$ cat config.mk
export PLATFORM = sky130hd
export DESIGN_NAME = lsu_ctrl_flat
export DESIGN_NICKNAME = d
export VERILOG_FILES = /design/src/rtl/lsu_ctrl_if.sv /design/src/rtl/lsu_ctrl.sv /design/src/flat_wrapper.sv
export SDC_FILE = /design/constraint.sdc
export NUM_CORES = 1
export LEC_CHECK = 0
export ABC_CLOCK_PERIOD_IN_PS = 11700
export CAP_MARGIN = 30
export CELL_PAD_IN_SITES_DETAIL_PLACEMENT = 0
export CELL_PAD_IN_SITES_GLOBAL_PLACEMENT = 1
export CORE_MARGIN = 4
export CORE_UTILIZATION = 36
export CTS_BUF_LIST = sky130_fd_sc_hd__clkbuf_4 sky130_fd_sc_hd__clkbuf_8 sky130_fd_sc_hd__clkbuf_16
export DETAILED_ROUTE_END_ITERATION = 16
export GPL_TIMING_DRIVEN = 0
export MAX_ROUTING_LAYER = met4
export PLACE_DENSITY = 0.81
export SLEW_MARGIN = 20
export SYNTH_ARGS = -nofsm -noshare
export SYNTH_HDL_FRONTEND = slang
export SYNTH_SLANG_ARGS = --single-unit
$ cat constraint.sdc
create_clock -name clk -period 11.7 [get_ports clk]
set_input_delay 1.755 -clock clk [delete_from_list [all_inputs] [get_ports clk]]
set_output_delay 1.755 -clock clk [all_outputs]
set_load 0.05 [all_outputs]
$ cat src/rtl/lsu_ctrl_if.sv
`default_nettype none
// ============================================================================
// Module   : lsu_ctrl_if
// Purpose  : Bundles the request, response and data-memory signals of the
//            load/store control stage.
// Ports    : req_*  - request handshake from execute (valid/ready)
//            resp_* - response handshake to writeback (valid/ready)
//            mem_*  - strobes/address/data to the byte-addressed memory
// Modports : slave  - the load/store controller
//            master - the surrounding environment (execute, writeback, memory)
// Revision : 1.0 - initial release
// ============================================================================
interface lsu_ctrl_if;
    logic        req_valid;
    logic        req_ready;
    logic        req_store;
    logic [2:0]  req_funct3;
    logic [63:0] req_addr;
    logic [63:0] req_wdata;

    logic        resp_valid;
    logic        resp_ready;
    logic [63:0] resp_data;
    logic        resp_fault;

    logic        mem_read;
    logic        mem_write;
    logic [63:0] mem_addr;
    logic [63:0] mem_wdata;
    logic [63:0] mem_rdata;

    modport slave (
        input  req_valid, req_store, req_funct3, req_addr, req_wdata,
        output req_ready,
        output resp_valid, resp_data, resp_fault,
        input  resp_ready,
        output mem_read, mem_write, mem_addr, mem_wdata,
        input  mem_rdata
    );

    modport master (
        output req_valid, req_store, req_funct3, req_addr, req_wdata,
        input  req_ready,
        input  resp_valid, resp_data, resp_fault,
        output resp_ready,
        input  mem_read, mem_write, mem_addr, mem_wdata,
        output mem_rdata
    );
endinterface
`default_nettype wire

$ cat src/rtl/lsu_ctrl.sv
`default_nettype none
// ============================================================================
// Module   : lsu_ctrl
// Purpose  : Load/store control stage. Accepts one memory request at a time,
//            checks alignment/range/legality, drives the data memory strobes,
//            extends sub-word loads and performs read-modify-write for
//            sub-word stores (the memory only writes whole doublewords).
// Ports    : clk   - clock, rising edge
//            reset - asynchronous active-high reset
//            bus   - lsu_ctrl_if.slave (request, response, memory signals)
// Revision : 1.0 - initial release
// ============================================================================
module lsu_ctrl #(
    parameter int ADDR_BITS = 10
) (
    input wire         clk,
    input wire         reset,
    lsu_ctrl_if.slave  bus
);

    typedef enum logic [2:0] {
        IDLE   = 3'd0,
        LOAD   = 3'd1,
        RMW_RD = 3'd2,
        WRITE  = 3'd3,
        RESP   = 3'd4
    } state_t;

    state_t      r_state;
    logic [2:0]  r_funct3;
    // Only the low word of store data is needed after acceptance: full
    // doubleword stores are forwarded straight into mem_wdata.
    logic [31:0] r_wdata;

    logic        r_req_ready;
    logic        r_resp_valid;
    logic [63:0] r_resp_data;
    logic        r_resp_fault;
    logic        r_mem_read;
    logic        r_mem_write;
    logic [63:0] r_mem_addr;
    logic [63:0] r_mem_wdata;

    logic [2:0]  w_mask;
    logic        w_misalign;
    logic        w_overflow;
    logic        w_high;
    logic        w_illegal;
    logic        w_fault;
    logic        w_accept;
    logic [63:0] w_load_ext;
    logic [63:0] w_merged;

    // ------------------------------------------------------------------
    // Request decode (evaluated on the live request while in IDLE)
    // ------------------------------------------------------------------
    always_comb begin
        w_mask = 3'd0;
        case (bus.req_funct3[1:0])
            2'b00:   w_mask = 3'd0;
            2'b01:   w_mask = 3'd1;
            2'b10:   w_mask = 3'd3;
            default: w_mask = 3'd7;
        endcase
    end

    assign w_misalign = |(bus.req_addr[2:0] & w_mask);
    // Last byte of the access must stay inside the implemented memory.
    assign w_overflow = ({1'b0, bus.req_addr[ADDR_BITS-1:0]}
                         + {{(ADDR_BITS-2){1'b0}}, w_mask})
                        > {1'b0, {ADDR_BITS{1'b1}}};
    assign w_high     = |bus.req_addr[63:ADDR_BITS];
    assign w_illegal  = bus.req_store ? bus.req_funct3[2]
                                      : (bus.req_funct3 == 3'b111);
    assign w_fault    = w_misalign | w_overflow | w_high | w_illegal;
    assign w_accept   = bus.req_valid & r_req_ready;

    // ------------------------------------------------------------------
    // Load extension: memory returns the addressed byte in bits 63:56.
    // ------------------------------------------------------------------
    always_comb begin
        w_load_ext = '0;
        case (r_funct3[1:0])
            2'b00: w_load_ext = r_funct3[2]
                ? {56'd0, bus.mem_rdata[63:56]}
                : {{56{bus.mem_rdata[63]}}, bus.mem_rdata[63:56]};
            2'b01: w_load_ext = r_funct3[2]
                ? {48'd0, bus.mem_rdata[63:48]}
                : {{48{bus.mem_rdata[63]}}, bus.mem_rdata[63:48]};
            2'b10: w_load_ext = r_funct3[2]
                ? {32'd0, bus.mem_rdata[63:32]}
                : {{32{bus.mem_rdata[63]}}, bus.mem_rdata[63:32]};
            default: w_load_ext = bus.mem_rdata;
        endcase
    end

    // Sub-word store merge: new bytes at the top, remaining bytes of the
    // doubleword read back unchanged.
    always_comb begin
        w_merged = '0;
        case (r_funct3[1:0])
            2'b00:   w_merged = {r_wdata[7:0],  bus.mem_rdata[55:0]};
            2'b01:   w_merged = {r_wdata[15:0], bus.mem_rdata[47:0]};
            default: w_merged = {r_wdata[31:0], bus.mem_rdata[31:0]};
        endcase
    end

    // ------------------------------------------------------------------
    // Control FSM with registered outputs. Strobes are raised on entry to
    // a memory state so they are high for exactly that state's cycle.
    // ------------------------------------------------------------------
    always_ff @(posedge clk or posedge reset) begin
        if (reset) begin
            r_state      <= IDLE;
            r_funct3     <= 3'd0;
            r_wdata      <= 32'd0;
            r_req_ready  <= 1'b1;
            r_resp_valid <= 1'b0;
            r_resp_data  <= 64'd0;
            r_resp_fault <= 1'b0;
            r_mem_read   <= 1'b0;
            r_mem_write  <= 1'b0;
            r_mem_addr   <= 64'd0;
            r_mem_wdata  <= 64'd0;
        end else begin
            case (r_state)
                IDLE: begin
                    if (w_accept) begin
                        r_req_ready  <= 1'b0;
                        r_funct3     <= bus.req_funct3;
                        r_wdata      <= bus.req_wdata[31:0];
                        r_resp_fault <= 1'b0;
                        if (w_fault) begin
                            r_resp_fault <= 1'b1;
                            r_resp_data  <= 64'd0;
                            r_resp_valid <= 1'b1;
                            r_state      <= RESP;
                        end else if (!bus.req_store) begin
                            r_mem_read <= 1'b1;
                            r_mem_addr <= bus.req_addr;
                            r_state    <= LOAD;
                        end else if (bus.req_funct3[1:0] == 2'b11) begin
                            r_mem_write <= 1'b1;
                            r_mem_addr  <= bus.req_addr;
                            r_mem_wdata <= bus.req_wdata;
                            r_state     <= WRITE;
                        end else begin
                            r_mem_read <= 1'b1;
                            r_mem_addr <= bus.req_addr;
                            r_state    <= RMW_RD;
                        end
                    end
                end
                LOAD: begin
                    r_mem_read   <= 1'b0;
                    r_resp_data  <= w_load_ext;
                    r_resp_valid <= 1'b1;
                    r_state      <= RESP;
                end
                RMW_RD: begin
                    r_mem_read  <= 1'b0;
                    r_mem_write <= 1'b1;
                    r_mem_wdata <= w_merged;
                    r_state     <= WRITE;
                end
                WRITE: begin
                    r_mem_write  <= 1'b0;
                    r_resp_data  <= 64'd0;
                    r_resp_valid <= 1'b1;
                    r_state      <= RESP;
                end
                RESP: begin
                    if (bus.resp_ready) begin
                        r_resp_valid <= 1'b0;
                        r_req_ready  <= 1'b1;
                        r_state      <= IDLE;
                    end
                end
                default: begin
                    r_state      <= IDLE;
                    r_req_ready  <= 1'b1;
                    r_resp_valid <= 1'b0;
                    r_mem_read   <= 1'b0;
                    r_mem_write  <= 1'b0;
                end
            endcase
        end
    end

    assign bus.req_ready  = r_req_ready;
    assign bus.resp_valid = r_resp_valid;
    assign bus.resp_data  = r_resp_data;
    assign bus.resp_fault = r_resp_fault;
    assign bus.mem_read   = r_mem_read;
    assign bus.mem_write  = r_mem_write;
    assign bus.mem_addr   = r_mem_addr;
    assign bus.mem_wdata  = r_mem_wdata;

endmodule
`default_nettype wire
$ cat src/flat_wrapper.sv
// flat-port wrapper written by rule: the top's interface ports become plain ports
module lsu_ctrl_flat 
#(
    parameter int ADDR_BITS = 10
)
  (clk, reset, bus_req_valid, bus_req_store, bus_req_funct3, bus_req_addr, bus_req_wdata, bus_req_ready, bus_resp_valid, bus_resp_data, bus_resp_fault, bus_resp_ready, bus_mem_read, bus_mem_write, bus_mem_addr, bus_mem_wdata, bus_mem_rdata);
  lsu_ctrl_if bus_i ();
  input wire clk;
  input wire reset;
  input wire logic [$bits(bus_i.req_valid)-1:0] bus_req_valid;
  input wire logic [$bits(bus_i.req_store)-1:0] bus_req_store;
  input wire logic [$bits(bus_i.req_funct3)-1:0] bus_req_funct3;
  input wire logic [$bits(bus_i.req_addr)-1:0] bus_req_addr;
  input wire logic [$bits(bus_i.req_wdata)-1:0] bus_req_wdata;
  output wire logic [$bits(bus_i.req_ready)-1:0] bus_req_ready;
  output wire logic [$bits(bus_i.resp_valid)-1:0] bus_resp_valid;
  output wire logic [$bits(bus_i.resp_data)-1:0] bus_resp_data;
  output wire logic [$bits(bus_i.resp_fault)-1:0] bus_resp_fault;
  input wire logic [$bits(bus_i.resp_ready)-1:0] bus_resp_ready;
  output wire logic [$bits(bus_i.mem_read)-1:0] bus_mem_read;
  output wire logic [$bits(bus_i.mem_write)-1:0] bus_mem_write;
  output wire logic [$bits(bus_i.mem_addr)-1:0] bus_mem_addr;
  output wire logic [$bits(bus_i.mem_wdata)-1:0] bus_mem_wdata;
  input wire logic [$bits(bus_i.mem_rdata)-1:0] bus_mem_rdata;
  assign bus_i.req_valid = bus_req_valid;
  assign bus_i.req_store = bus_req_store;
  assign bus_i.req_funct3 = bus_req_funct3;
  assign bus_i.req_addr = bus_req_addr;
  assign bus_i.req_wdata = bus_req_wdata;
  assign bus_req_ready = bus_i.req_ready;
  assign bus_resp_valid = bus_i.resp_valid;
  assign bus_resp_data = bus_i.resp_data;
  assign bus_resp_fault = bus_i.resp_fault;
  assign bus_i.resp_ready = bus_resp_ready;
  assign bus_mem_read = bus_i.mem_read;
  assign bus_mem_write = bus_i.mem_write;
  assign bus_mem_addr = bus_i.mem_addr;
  assign bus_mem_wdata = bus_i.mem_wdata;
  assign bus_i.mem_rdata = bus_mem_rdata;
  lsu_ctrl #(.ADDR_BITS(ADDR_BITS)) u_core (.clk(clk), .reset(reset), .bus(bus_i));
endmodule
==> impl_metrics.py <==
metrics = {
    "run_status": {
        "status": "finished clean",
    },
    "power_and_ir_drop": {
        "finalPower_mw": 2.705,
        "ir_worst_vdd_mv": 0.1609,
        "p_leak_nw": 7.440,
        "powerDensity_mw_per_mm2": 161.8,
    },
    "drt": {
        "firstDrtPassIters": 5,
        "wl_met3_um": 3244,
        "viasPerCell": 5.430,
        "post_drt_wl_per_cell_um": 23.32,
        "routed_wl_um": 46800,
        "detail-route-antenna-nets": 0,
        "drt-met1-wl_um": 20520,
        "drc": 0,
        "highest_layer": "met4",
        "drtIter0Drc": 650,
        "dr_wl_met2_um": 21850,
        "vias": 10900,
    },
    "cells_and_area": {
        "final_common_cell": "clkdlybuf4s50_1",
        "final_cell_area_mm2": 0.01671,
        "multi_input_area_mm2": 0.004865,
        "drive_above_1_share_pct": 7.040,
        "nNetsFinal": 1788,
        "num-fill-cells": 2748,
        "syn_to_final_growth_pct": 49.43,
        "final_cell_mix": "clkdlybuf4s50_1, dfrtp_1, nand2_1",
        "ff_latch_area_mm2": 0.005882,
        "layout.cells.non_filler": 2007,
    },
    "critical_path": {
        "reg2reg_from": "u_core.bus.req_ready",
        "startpoint": "bus_req_funct3[1]",
        "reg2reg_depth": 7,
        "reg2reg_to": "u_core.bus.mem_wdata[11]",
        "critical_path_cell_count": 13,
        "cp-end-kind": "register",
        "crit_type": "in2reg",
        "critPathLaunchType": "primary input",
        "crit_slowest_cell": "clkdlybuf4s50_1",
        "cp_max_fo": 10,
        "critPathTopFamily": "buffers and inverters",
        "path_cells": "clkdlybuf4s50_1 > nand2_1 > inv_1 > clkbuf_1 > ha_1 > nand2_1 > nor3_1 > nor4_2 > buf_4 > a2111oi_2 > clkbuf_1 > buf_2 > o22ai_1",
        "cp_num_buf_inv": 6,
        "endpoint": "u_core.bus.resp_data[17]",
        "cp_slowest_stage_delay_ns": 0.67,
        "cp_data_required_time_ns": 12.10,
        "r2r_slack_ns": 8.88,
        "crit_arrival_ns": 5.52,
    },
    "yosys": {
        "synth_edf_count": 0,
        "synth.avg_cell_area_um2": 9.692,
        "synth_top_family_by_area": "simple AND/OR/NAND/NOR gates",
        "synth_area_mm2": 0.01118,
        "syn_nets": 1358,
        "muxShareOfSynthArea_pct": 8.603,
        "syn-instance-count": 1154,
        "ys.flop_type": "dfrtp_1",
        "yosys.area_share.simple_pct": 17.15,
        "synthArstFlopShare_pct": 100.0,
        "ys_ff_latch": 235,
        "synth_compound_area_share_pct": 17.13,
        "synth_cell_types": 41,
        "synth_fa_ha_area_share_pct": 0.5146,
        "yosys.area_share.xor_xnor_pct": 0,
        "yosysWarnings": 0,
        "synth_seq_area_share_pct": 52.59,
    },
    "clocking": {
        "post_cts_resized": 0,
        "clock_latency_ns": 0.54,
        "cts_tree": "done",
        "cts_sinks": 235,
        "ctsHoldBuffers": 0,
        "clkTransAtPathRegs_ns": 0.06,
        "cts-root-buf": "clkbuf_16",
        "cts_setup_buffers": 0,
        "numCtsBuffers": 27,
        "cts.path.max_buffers": 3,
        "htreeDepth": 1,
    },
    "global_routing": {
        "antenna_found_initial": 6,
        "grt.total_usage_pct": 27.38,
        "grt_pass1_vias": 10910,
        "grt_max_degree": 87,
        "grt_pass1_wl_um": 69010,
        "grt-ovfl-total": 0,
    },
    "sta": {
        "slew_headroom_pct": 38.99,
        "finalSetupViolations": 0,
        "period_needed_ns": 5.117,
        "fin_skew_ns": 0.01952,
        "period_share_pct": 43.74,
        "setup_tns_ns": 0,
        "fmax_ghz": 0.1954,
        "grt_setup_unrepaired": "false",
        "slew_viol_final": 0,
        "tightest_slew_ns": 0.9117,
        "hold_viol": 0,
    },
    "floorplanning": {
        "io_pins": 397,
        "die_h_um": 184.3,
        "dieArea_mm2": 0.03395,
        "coreArea_mm2": 0.03059,
        "start_util_pct": 36.56,
        "rows": 64,
        "die_w_um": 184.3,
    },
    "placement": {
        "dpl_cell_area_mm2": 0.01575,
        "io_buffers": 396,
        "gp_congestion": 0.9607,
        "dp.final_hpwl_um": 36880,
        "post-place-cells": 1950,
    },
    "run": {
        "maxCapViolations": 0,
    },
    "worst_hold_path": {
        "min_path_type": "reg2reg",
    },
}
## cell usage after synthesis, types with 4 or more instances
cell      instances  area [µm²]
nor4_1           15       93.84
buf_2             8       40.04
a21oi_1          54       270.3
o21ai_0         126       630.6
o21ai_1          10       50.05
o22ai_1          17       106.4
a32o_1           15       150.1
a22oi_1          32       240.2
inv_1             6       22.52
nand2_1         196       735.7
dfrtp_1         234        5856
nand3_1           4       20.02
a31oi_1          64       400.4
mux2_2           27       304.0
clkbuf_1         97       364.1
and2_1           54       337.8
nor2_1           44       165.2
nand4_1           4       25.02
mux2i_1          32       320.3
nand2b_1         11       68.82
and3_1           64       400.4
mux4_2           15       337.8
## metal layers
| layer | up-vias | track usage, % |
|---|---|---|
| li1 | 4978 | - |
| met1 | 5413 | 38.47 |
| met2 | 435 | 42.07 |
| met3 | 72 | 4.026 |
| met4 | 0 | 6.862 |
| met5 | - | - |
## final cells by class
class	instances	area share [%]
diodes	6	0.08983
plain buffers	109	2.553
clock buffers	35	4.664
clock inverters	15	0.9507
inverters	6	0.1797
multi-input cells	804	29.11
flip-flops and latches	235	35.19
well taps	396	2.965
repair buffers	401	24.30
## worst reg2reg max path, stage by stage (launching register included)
cell and delay (ns):
dfstp_2 0.56, nor4bb_1 0.46, nand2_1 0.17, or4_1 0.51
clkbuf_1 0.32, clkbuf_1 0.32, o21ai_0 0.26, a21oi_1 0.09
## how the worst min path moves through the flow
stage | start | cells past startpoint | slack (ns) | end
floorplan | u_core.r_wdata[16] | 2 | 0.45 | u_core.r_wdata[16]
global placement | u_core.r_wdata[16] | 2 | 0.46 | u_core.r_wdata[16]
detailed placement | u_core.r_wdata[24] | 2 | 0.46 | u_core.r_wdata[24]
CTS | u_core.r_wdata[24] | 2 | 0.48 | u_core.r_wdata[24]
global route | u_core.bus.mem_addr[32] | 1 | 0.49 | u_core.bus.mem_addr[32]
finish | u_core.r_wdata[19] | 2 | 0.48 | u_core.r_wdata[19]
## report_power, final
group	internal, mW	switching [mW]	total, mW
combinational	0.331	0.505	0.836
sequential	0.914	0.0719	0.985
clock	0.535	0.349	0.884
total	1.78	0.926	2.70
## stage by stage
step	utilization (%)	setup slack (ns)	hold slack [ns]
floorplan	-	3.500	0.4454
global placement	51.14	0.2283	0.4567
detailed placement	51.50	5.982	0.4624
CTS	54.56	6.535	0.4778
global route	54.64	6.291	0.4922
finish	54.64	6.583	0.4795
## state kept, by name, summed over array words and instances (netlist names), 3 cells and up
name,count
u_core.bus.mem_wdata,64
u_core.r_state,3
u_core.r_funct3,3
u_core.r_wdata,32
u_core.bus.mem_addr,64
u_core.bus.resp_data,64
## kinds of logic after synthesis
| group | after synthesis |
|---|---|
| compound gates | 324 |
| fa+ha+maj | 4 |
| buf+inv | 115 |
| flops | 235 |
| mux | 74 |
| simple gates | 402 |
Power figures use the tool's default switching activity.
